**src/rtl/syscall_responder.sv**
```systemverilog
// syscall_responder: services the decoder's show/halt syscalls.
// It keeps the display latch and the halt/resume FSM, and conditions the raw
// board "go" button: 2-flop synchronizer, debounce, then rising-edge detect.
module syscall_responder #(
    parameter int DEBOUNCE_CYCLES = 1000000,
    parameter int CNT_W           = 16
) (
    input  logic             clk,
    input  logic             rst_n,
    input  logic             show_i,
    input  logic             halt_i,
    input  logic [31:0]      a0_i,
    input  logic             adv_i,
    input  logic             go_btn_i,
    output logic             stall_o,
    output logic             go_o,
    output logic             halted_o,
    output logic [31:0]      disp_o,
    output logic [CNT_W-1:0] show_cnt_o,
    output logic [CNT_W-1:0] halt_cnt_o
);

    localparam int              DB_W    = $clog2(DEBOUNCE_CYCLES);
    localparam logic [DB_W-1:0] DB_LAST = DB_W'(DEBOUNCE_CYCLES - 1);

    typedef enum logic [1:0] {
        RUN     = 2'd0,
        HALT    = 2'd1,
        RELEASE = 2'd2
    } state_t;

    state_t            state;
    state_t            state_nxt;

    logic              btn_meta;
    logic              btn_s;
    logic [DB_W-1:0]   db_cnt;
    logic              go_clean;
    logic              go_clean_d;
    logic              go_rise;

    logic              show_acc;
    logic              halt_acc;

    logic [31:0]       disp;
    logic [CNT_W-1:0]  show_cnt;
    logic [CNT_W-1:0]  halt_cnt;

    // Two-flop synchronizer for the asynchronous button input.
    always_ff @(posedge clk) begin
        if (!rst_n) begin
            btn_meta <= 1'b0;
            btn_s    <= 1'b0;
        end else begin
            btn_meta <= go_btn_i;
            btn_s    <= btn_meta;
        end
    end

    // Debounce: accept a new level only after it has differed for DEBOUNCE_CYCLES edges in a row.
    always_ff @(posedge clk) begin
        if (!rst_n) begin
            db_cnt     <= '0;
            go_clean   <= 1'b0;
            go_clean_d <= 1'b0;
        end else begin
            go_clean_d <= go_clean;
            if (btn_s == go_clean) begin
                db_cnt <= '0;
            end else if (db_cnt == DB_LAST) begin
                go_clean <= btn_s;
                db_cnt   <= '0;
            end else begin
                db_cnt <= db_cnt + DB_W'(1);
            end
        end
    end

    // Only the press (clean 0->1) resumes; release and held levels do nothing.
    assign go_rise = go_clean & ~go_clean_d;

    // FSM state register.
    always_ff @(posedge clk) begin
        if (!rst_n) begin
            state <= RUN;
        end else begin
            state <= state_nxt;
        end
    end

    // Next-state and request acceptance; requests are only honoured in RUN.
    always_comb begin
        state_nxt = state;
        show_acc  = 1'b0;
        halt_acc  = 1'b0;
        case (state)
            RUN: begin
                show_acc = show_i & adv_i;
                halt_acc = halt_i & adv_i;
                if (halt_acc) begin
                    state_nxt = HALT;
                end
            end
            HALT: begin
                if (go_rise) begin
                    state_nxt = RELEASE;
                end
            end
            RELEASE: begin
                // The held syscall is the one being released, so halt_i is ignored here.
                state_nxt = RUN;
            end
            default: begin
                state_nxt = RUN;
            end
        endcase
    end

    // Display latch and event counters (counters wrap naturally).
    always_ff @(posedge clk) begin
        if (!rst_n) begin
            disp     <= '0;
            show_cnt <= '0;
            halt_cnt <= '0;
        end else begin
            if (show_acc) begin
                disp     <= a0_i;
                show_cnt <= show_cnt + CNT_W'(1);
            end
            if (halt_acc) begin
                halt_cnt <= halt_cnt + CNT_W'(1);
            end
        end
    end

    assign stall_o    = (state == HALT);
    assign halted_o   = (state == HALT);
    assign go_o       = (state == RELEASE);
    assign disp_o     = disp;
    assign show_cnt_o = show_cnt;
    assign halt_cnt_o = halt_cnt;

endmodule

```
**config.mk**
```make
export PLATFORM = sky130hd
export DESIGN_NAME = syscall_responder
export DESIGN_NICKNAME = d
export VERILOG_FILES = /design/src/rtl/syscall_responder.sv
export SDC_FILE = /design/constraint.sdc
export NUM_CORES = 1
export LEC_CHECK = 0
export BUFFER_PORTS_ARGS = -buffer_cell sky130_fd_sc_hd__buf_2
export CAP_MARGIN = 20
export CORE_MARGIN = 3
export CORE_UTILIZATION = 50
export DETAILED_ROUTE_END_ITERATION = 8
export PLACE_DENSITY = 0.78
export REMOVE_ABC_BUFFERS = 1
export SETUP_SLACK_MARGIN = 0.15
export SLEW_MARGIN = 30
export SYNTH_ARGS = -nofsm -noshare
export SYNTH_HDL_FRONTEND = slang
export SYNTH_SLANG_ARGS = --single-unit
```
**constraint.sdc**
```tcl
create_clock -name clk -period 2.2 [get_ports clk]
set_input_delay 0.22 -clock clk [delete_from_list [all_inputs] [get_ports clk]]
set_output_delay 0.22 -clock clk [all_outputs]
set_load 0.01 [all_outputs]
```
# == Yosys cells after proc, flatten, opt, wreduce, memory -nomap -nowiden ==
# Index checks and enable logic that the tools add are counted.
# totals
output_inout_bits,67
reg_bits,90
word_cells,33
in_bits,38
# op_classes
reduce_logical,4
addsub,3
bitwise,6
n_mux,5
n_eq_ne,6
# ops
cell,n
"adder 16 x 1 -> 16 bit, second input constant",2
"adder 20 x 1 -> 20 bit, second input constant",1
"equality test 20 bit, second input constant",1
2-to-1 mux 2 bit,2
one-hot mux 2 bit (2 select lines),1
AND reduction 2 bit,2
bitwise AND 1 bit,3
inverter 1 bit,3
OR reduction 3 bit,1
"equality test 2 x 1 -> 1 bit, second input constant",1
"equality test 2 bit, second input constant",1
zero test 2 bit,1
2-to-1 mux 1 bit,2
"!= test 2 x 1 -> 1 bit, second input constant",1
"!= test 2 bit, second input constant",1
equality test 1 bit,1

# == Logic depth before layout (Yosys ltp) ==
# Gate-level depths: netlist of run 1.
# depth
depth_word,4
ltp_mapped,6
ltp_nobuf,5

# == Least setup slack after synthesis of run 1 ==
# Ideal clock, no wire load.
# synth_timing
kind,register to register
from,reg db_cnt[15]
to,reg db_cnt[7]
n_path_buf,1
synth_period_minus_slack_ns,1.750
required_ns,2.085
setup_ns,0.115
arrival_time_ns,1.635
stages_incl_launch_ff,6
slack_ns,0.450
cell_sequence,dfxtp_1 -> or3b_1 -> or4b_4 -> o21ai_4 -> buf_4 -> nor2_1
# synth_between
elab_chain_cells,2
# synth_rtl
element,line,rtl
start: declaration,37,logic [DB_W-1:0] db_cnt;
start signal: assignment,74,db_cnt <= db_cnt + DB_W'(1);
equality test 20 bit,70,end else if (db_cnt == DB_LAST) begin
OR reduction 3 bit (no line),-,
# No other way between the ends.
# A chain may end at the register's enable or synchronous reset.

# == Worst setup path in the final report of run 1 ==
# layout_timing
from,reg db_cnt[6]
to,reg db_cnt[16]
# layout_between
elab_chain_cells,2
word_cells_on_any_way,3
classes_between,1 x add/sub; 1 x eq/ne; 1 x reduce/logical
# layout_rtl
element
branches (longest 2 deep; another with adder 20 x 1 -> 20 bit)
# Parallel ways; which one is timed is not known.

==> results of run 1 <==
## layout by cell type (no fill, tap or decap), types with 5 or more instances in the layout
cell / n
sky130_fd_sc_hd__nand2_1: 86
sky130_fd_sc_hd__xnor2_1: 22
sky130_fd_sc_hd__nor2_1: 41
sky130_fd_sc_hd__dfxtp_1: 90
sky130_fd_sc_hd__inv_1: 8
sky130_fd_sc_hd__nand3_1: 15
sky130_fd_sc_hd__buf_2: 104
sky130_fd_sc_hd__clkbuf_8: 9
sky130_fd_sc_hd__nor3_1: 8
sky130_fd_sc_hd__xor2_1: 13
sky130_fd_sc_hd__nor4_1: 8
sky130_fd_sc_hd__nand4_1: 16
sky130_fd_sc_hd__a21oi_1: 48
sky130_fd_sc_hd__or4_1: 7
sky130_fd_sc_hd__o31ai_1: 7
sky130_fd_sc_hd__and3_1: 5
## state kept, by name, summed over array words and instances, names as in the netlist
register    cells
btn_meta        1
btn_s           1
db_cnt         20
disp_o         32
go_clean        1
go_clean_d      1
halt_cnt_o     16
show_cnt_o     16
state           2
## path summary, 6_finish.rpt
check / start / cells after the start / end / slack, ns
worst max-delay path: db_cnt[6] / 4 / db_cnt[16] / 0.31
worst min-delay path: go_btn_i / 2 / btn_meta / 0.06
worst max register to register: db_cnt[6] / 4 / db_cnt[16] / 0.31
worst min register to register: go_clean_d / 1 / state[1] / 0.42
## cells in the mapped netlist, types with 4 or more instances
library cell                n
sky130_fd_sc_hd__dfxtp_1   90
sky130_fd_sc_hd__nor4_1     8
sky130_fd_sc_hd__xor2_1    13
sky130_fd_sc_hd__inv_1      9
sky130_fd_sc_hd__o31ai_1    7
sky130_fd_sc_hd__nor2_1    41
sky130_fd_sc_hd__o21ai_0    4
sky130_fd_sc_hd__and3_1     5
sky130_fd_sc_hd__xnor2_1   22
sky130_fd_sc_hd__nand2_1   86
sky130_fd_sc_hd__or3_1      4
sky130_fd_sc_hd__nor3_1     8
sky130_fd_sc_hd__clkbuf_1  14
sky130_fd_sc_hd__or4_1      7
sky130_fd_sc_hd__nand4_1   16
sky130_fd_sc_hd__nand3_1   15
sky130_fd_sc_hd__a21oi_1   48
## layout make-up
type,instances,area [µm²],area share [%]
multi-input combinational,317,1810,40.2
sequential,90,1800,40.0
timing repair buffer,107,556,12.3
clock buffer,9,124,2.75
tap,96,120,2.66
clock inverter,7,60.1,1.33
inverter,9,33.8,0.749
## timing repair
item / CTS / global route
endpoints found under the hold margin: 0 / 0
gates resized for setup: 0 / 1
endpoints found under the setup margin: 0 / 1
## power by group through the flow
stage	Sequential [µW]	Combinational, µW	Clock (µW)
2_1_floorplan	1740	86.7	0
3_3_place_gp	1720	205	0
3_5_place_dp	1720	209	0
4_1_cts	1690	209	1090
5_1_grt	1690	229	1170
6_report	1690	206	1060
## cell families (layout without fill, tap and decap cells)
logic type	after synthesis	after routing	share of synthesized area, %
flip-flops	90	90	48.3
buffers and inverters	31	132	3.42
XOR/XNOR	35	35	8.22
multiplexers	2	2	0.537
AND/OR/NAND/NOR	214	214	29.0
adder cells (fa/ha/maj)	3	3	1.01
AO/OA/AOI/OAI	63	63	9.53
## layer usage
layer | up-vias | wire length (µm) | global-route usage, % | part of all wire (%)
li1 | 1705 | - | - | -
met1 | 1553 | 3950 | 26.2 | 46
met2 | 92 | 4060 | 32.3 | 47
met3 | 10 | 538 | 5.28 | 6.2
met4 | 0 | 95 | 9.90 | 1.1
met5 | - | 0 | 0 | 0
## stage by stage
step | instances | total power (µW) | hold slack [ns] | worst slack [ns] | util, %
after floorplan | 416 | 1820 | 0.342 | -0.105 | -
after global placement | 619 | 1930 | 0.397 | 0.366 | 61.5
after CTS | 635 | 2990 | 0.0553 | 0.310 | 64.1
final | 635 | 2950 | 0.0622 | 0.313 | 64.2
after detailed placement | 619 | 1930 | 0.403 | 0.317 | 61.5
after global routing | 635 | 3090 | 0.0567 | 0.167 | 64.2
==> PnR_summary.wiki, run 1 <==
{| class="wikitable"
! Metric !! Value
|-
| Slew headroom || 57.0%
|-
| Starting density of the core || 53.1%
|-
| CTS Buffer Depth || 2
|-
| Outcome || finished, final reports clean
|-
| Count of pins on the block boundary || 105
|-
| Total via count after detailed routing || 3360
|-
| Sequential area share after synthesis || 48.3%
|-
| Synthesis-stage register bit count || 90
|-
| Clock tree from TritonCTS || built
|-
| Relative area change from synthesis to final layout || 20.9%
|-
| Kind of cell with the highest combined delay on the critical path || simple AND/OR/NAND/NOR gates
|-
| Delay of the slowest cell on the worst path || 0.55 ns
|-
| Vertical extent of the die || 92.4 µm
|-
| Final worst-path cycle share || 85.8%
|-
| Required time at the endpoint of the critical path || 2.44 ns
|-
| Proportion of power drawn by combinational gates || 7.0%
|-
| Die area || 8530 µm²
|-
| Maxcap violations || 0
|-
| Peak fanout along the critical path || 17
|-
| EDFF count, synth || 0
|-
| Element type at the critical path end || flip-flop
|-
| DRT iter0 DRCs || 132
|-
| Floorplan die width || 92.4 µm
|-
| Netlist Area Pre-Place || 3730 µm²
|-
| Synthesized area divided by synthesized cell count || 8.52 µm²
|-
| Total setup violations reported at the end of the flow || 0
|-
| Crit Path Category || flip-flop to flip-flop
|-
| Max H-tree Level || 3
|-
| Number of warnings reported in the yosys synthesis log || 0
|-
| Maximum number of pins on one net before global-route repair || 42
|-
| Fin nets || 575
|-
| TritonCTS buffer count || 9
|-
| Main area contributors after synthesis || sky130_fd_sc_hd__dfxtp_1, sky130_fd_sc_hd__nand2_1, sky130_fd_sc_hd__a21oi_1
|-
| Slew Limit Fails || 0
|-
| Number of fill cells in the layout || 586
|-
| Number of antenna repair diodes || 0
|-
| Clock-pin slew of the registers on the worst-case setup and hold paths || 0.10 ns
|-
| Placeable core area || 7020 µm²
|-
| Portion of total power attributed to sequential cells || 57.0%
|-
| Internal power || 2180 µW
|-
| Power density relative to cell area || 655 nW/µm²
|-
| Worst setup skew after layout || 0.0116 ns
|-
| Global-route wire length before repair || 14300 µm
|-
| Total gr overflow || 0
|-
| Final worst path period need || 1.89 ns
|-
| Cell count after synthesis || 438
|-
| Post-CTS setup-driven buffer insertion count || 0
|-
| CP max stage cell || sky130_fd_sc_hd__or4b_4
|-
| RSZ-0062 raised after global routing || no
|-
| Buffers plus inverters on the worst setup path || 0
|-
| Switching power summed over all nets || 774 µW
|-
| Post-detailed-routing wire length || 8640 µm
|-
| Via density per instance || 5.29
|-
| Yosys top cell area share || 48.3%
|-
| Overall track demand over capacity in global routing || 20.5%
|-
| Pre-antenna DRT Iters || 4
|-
| Area leader, netlist || sky130_fd_sc_hd__dfxtp_1
|-
| Antenna violations before repair || 0
|-
| Maximum vdd ir drop || 0.000358 V
|-
| Cell Chain, Critical Path || or3b_1 > or4b_4 > o21ai_4 > nor2_1
|-
| Via count of the first global-routing pass || 3095
|-
| Final hold violation count || 0
|-
| Placement row count || 30
|-
| Post-DRT Antenna Nets || 0
|-
| Slew at the pin closest to its max-slew limit || 0.639 ns
|-
| Most used flip-flop cell after synthesis || sky130_fd_sc_hd__dfxtp_1
|-
| Root Driver || sky130_fd_sc_hd__clkbuf_8
|-
| Standby leakage power || 0.00177 µW
|-
| Clock insertion delay at the later pin of the skew report || 0.36 ns
|-
| Post-CTS Hold Fix Bufs || 0
|-
| Mean routed wirelength per cell || 13.6 µm
|-
| Number of sinks on the clock net || 90
|-
| Type of origin of the critical path || flip-flop
|-
| Number of buffers added on ports || 104
|-
| Crit path DAT || 2.13 ns
|-
| RePlAce Congestion || 0.849
|-
| Distinct cells, synth || 40
|-
| Post-route cell area || 4510 µm²
|-
| Part of the total power dissipated in the clock network || 36.0%
|-
| Kind of path behind the tightest hold check || input port to flip-flop
|-
| Cell area after placement || 4320 µm²
|-
| Proportion of register bits with asynchronous set or reset after synthesis || 0%
|-
| DRC violation count after routing || 0
|-
| Peak Freq || 530 MHz
|-
| Ratio of cells with drive above 1 in the final layout || 24.5%
|-
| Total Neg Setup Slack || 0 ns
|-
| Switching power as a share of total power || 26.2%
|-
| HPWL after detailed placement || 6170 µm
|}
No activity file was read; power rests on OpenSTA's default activity.
==> run 2: changes to the inputs <==
Settings changed: ABC_CLOCK_PERIOD_IN_PS set to 2200, CELL_PAD_IN_SITES_DETAIL_PLACEMENT set to 1, CELL_PAD_IN_SITES_GLOBAL_PLACEMENT set to 2, CORE_UTILIZATION 50 to 30, CTS_CLUSTER_SIZE set to 20, PLACE_DENSITY 0.78 to 0.8.
==> run 2 against run 1 <==
Compared with the run above:
- first-iteration DRC count up 30%
- sequential cell count unchanged
- register-to-register slack worse by 0.02 ns
- via count grew 2.8%
- final cell count rose by 11%
- die area rose by 62%
- wire length grew 19%
- non-clock buffer count rose by 3
- setup slack worse by 0.019 ns
- combinational power is 5% higher
- critical path type unchanged
==> PnR_summary.wiki, run 2 (synthesis results as in run 1) <==
{| class="wikitable"
! Metric !! Value
|-
| Outcome || finished, final reports clean
|-
| Via density per instance || 4.89 (-7.6%)
|-
| Total via count after detailed routing || 3453 (+2.8%)
|-
| Power density relative to cell area || 699 nW/µm² (+6.8%)
|-
| Count of pins on the block boundary || 105 (unchanged)
|-
| Source of the worst hold timing path || go_btn_i
|-
| Standby leakage power || 0.00180 µW (+1.7%)
|-
| CTS Buffer Depth || 2 (unchanged)
|-
| Cell Chain, Critical Path || or3b_1 > or4b_4 > o21ai_4 > nor2_1
|-
| Pre-antenna DRT Iters || 4 (unchanged)
|-
| Post-CTS setup-driven buffer insertion count || 0 (unchanged)
|-
| Kind of path behind the tightest hold check || input port to flip-flop
|-
| Type of origin of the critical path || flip-flop
|-
| Slew headroom || 58.7% (+1.7 points)
|-
| Worst reg2reg path endpoint || db_cnt[16]
|-
| Floorplan die width || 118 µm (+27%)
|-
| TritonCTS buffer count || 9 (unchanged)
|-
| Number of sinks on the clock net || 90 (unchanged)
|-
| Final-layout worst hold slack || 0.0843 ns (+0.0221 ns)
|-
| Slew at the pin closest to its max-slew limit || 0.614 ns (-0.0247 ns)
|-
| Number of antenna repair diodes || 0 (unchanged)
|-
| Relative area change from synthesis to final layout || 25.4%
|-
| Placeable core area || 12100 µm² (+72%)
|-
| Slew Limit Fails || 0 (unchanged)
|-
| Total setup violations reported at the end of the flow || 0 (unchanged)
|-
| Clock-pin slew of the registers on the worst-case setup and hold paths || 0.06 ns (-0.04 ns)
|-
| DRT iter0 DRCs || 171 (+30%)
|-
| DRC violation count after routing || 0 (unchanged)
|-
| Placement row count || 40 (+33%)
|-
| Peak fanout along the critical path || 17 (unchanged)
|-
| RePlAce Congestion || 0.818 (-3.7%)
|-
| Final worst path period need || 1.91 ns (+0.0189 ns)
|-
| Kind of cell with the highest combined delay on the critical path || simple AND/OR/NAND/NOR gates
|-
| Required time at the endpoint of the critical path || 2.41 ns (-0.03 ns)
|-
| Number of buffers added on ports || 104 (unchanged)
|-
| Post-CTS Hold Fix Bufs || 0 (unchanged)
|-
| Final hold violation count || 0 (unchanged)
|-
| Post-layout instance count excluding filler cells || 706 (+11%)
|-
| Crit Path Category || flip-flop to flip-flop
|-
| Max FFs per register || 32 (unchanged)
|-
| Starting density of the core || 30.9% (-22 points)
|-
| Post-DRT Antenna Nets || 0 (unchanged)
|-
| Post-Place Setup Slack || 0.257 ns (-0.0591 ns)
|-
| Buffers plus inverters on the worst setup path || 0 (unchanged)
|-
| Ratio of cells with drive above 1 in the final layout || 24.2% (-0.33 points)
|-
| Crit path DAT || 2.12 ns (about the same)
|-
| Commonest non-fill, non-tap cells in the layout || sky130_fd_sc_hd__buf_2, sky130_fd_sc_hd__dfxtp_1, sky130_fd_sc_hd__nand2_1
|-
| Antenna violations before repair || 0 (unchanged)
|-
| Number of fill cells in the layout || 1457 (+150%)
|-
| Global-route wire length before repair || 17300 µm (+21%)
|-
| Worst setup skew after layout || 0.00456 ns (-0.00704 ns)
|-
| Worst r2r path cells || 4 (unchanged)
|-
| Delay of the slowest cell on the worst path || 0.55 ns (about the same)
|-
| Number of gates given a new drive strength after cts || 0 (unchanged)
|-
| Element type at the critical path end || flip-flop
|-
| Die area || 13800 µm² (+62%)
|-
| Total gr overflow || 0 (unchanged)
|-
| Clock insertion delay at the later pin of the skew report || 0.34 ns (-0.02 ns)
|-
| Maximum vdd ir drop || 0.000268 V (-25%)
|-
| CP max stage cell || sky130_fd_sc_hd__or4b_4
|-
| Worst-case register-to-register setup slack || 0.29 ns (-0.02 ns)
|-
| Via count of the first global-routing pass || 3486 (+13%)
|-
| HPWL after detailed placement || 7480 µm (+21%)
|-
| Final worst-path cycle share || 86.6% (+0.86 points)
|-
| RSZ-0062 raised after global routing || no
|-
| Worst r2r src || db_cnt[19]
|-
| Worst Hold Path Cells || 2 (unchanged)
|-
| Mean routed wirelength per cell || 14.5 µm (+6.7%)
|-
| Post-detailed-routing wire length || 10300 µm (+19%)
|-
| Max H-tree Level || 3 (unchanged)
|-
| Most common cell after layout, fill and taps aside || sky130_fd_sc_hd__buf_2
|-
| Timing startpoint of the critical path || db_cnt[19]
|-
| Peak Freq || 525 MHz (-0.99%)
|-
| Vertical extent of the die || 118 µm (+27%)
|-
| Capture endpoint of the worst hold path || btn_meta
|-
| Fin nets || 578 (+0.52%)
|-
| Clock tree from TritonCTS || built
|-
| Number of cells after detailed placement || 694 (+12%)
|-
| Root Driver || sky130_fd_sc_hd__clkbuf_16
|-
| Overall track demand over capacity in global routing || 15.1% (-5.4 points)
|-
| Maximum number of pins on one net before global-route repair || 57 (+36%)
|-
| Maxcap violations || 0 (unchanged)
|-
| PnR worst setup slack || 0.294 ns (-0.0189 ns)
|}
[run 2: cell count changes in the layout (fill, tap and decap cells not counted), sizes merged]
cell,previous run,this run
clkinv,2,1
buf,107,110
inv,13,9
clkinvlp,1,0
clkbuf,9,11
[run 2: metrics by stage]
step / TNS, ns / instance area, µm² / total power (µW) / util, %
after global placement: 0 / 4430 / 1940 / 36.7
after detailed placement: 0 / 4430 / 1950 / 36.7
final: 0 / 4680 / 3270 / 38.8
after CTS: 0 / 4680 / 3330 / 38.8
after global routing: 0 / 4680 / 3420 / 38.8
after floorplan: -0.110 / 3640 / 1820 / -
[run 2: how the worst max path moves through the flow]
stage	cells after the start	slack, ns	endpoint
2_1_floorplan	4	-0.11	show_cnt_o[9]
3_3_place_gp	4	0.35	db_cnt[15]
3_5_place_dp	4	0.26	db_cnt[6]
4_1_cts	4	0.26	db_cnt[6]
5_1_grt	4	0.16	db_cnt[14]
6_report	4	0.29	db_cnt[16]
[run 2: cell type report]
type	count	area [µm²]	share of cell area (%)
clock buffers	11	243	5.19
clock inverters	1	5.00	0.107
inverters	9	33.8	0.722
multi-input cells	317	1810	38.6
flip-flops and latches	90	1800	38.5
well taps	168	210	4.49
repair buffers	110	578	12.4
[run 2: layer usage]
metal / global-route usage [%] / vias up / routed length, µm
met3: 3.22 / 11 / 455
met2: 24.7 / 69 / 4930
met5: 0 / - / 0
li1: - / 1709 / -
met4: 6.08 / 0 / 173
met1: 19.4 / 1664 / 4700
[run 2: power by group]
part / internal [µW] / total, µW / switching, µW
clock: 769 / 1370 / 598
combinational: 90.4 / 217 / 127
sequential: 1670 / 1690 / 21.2
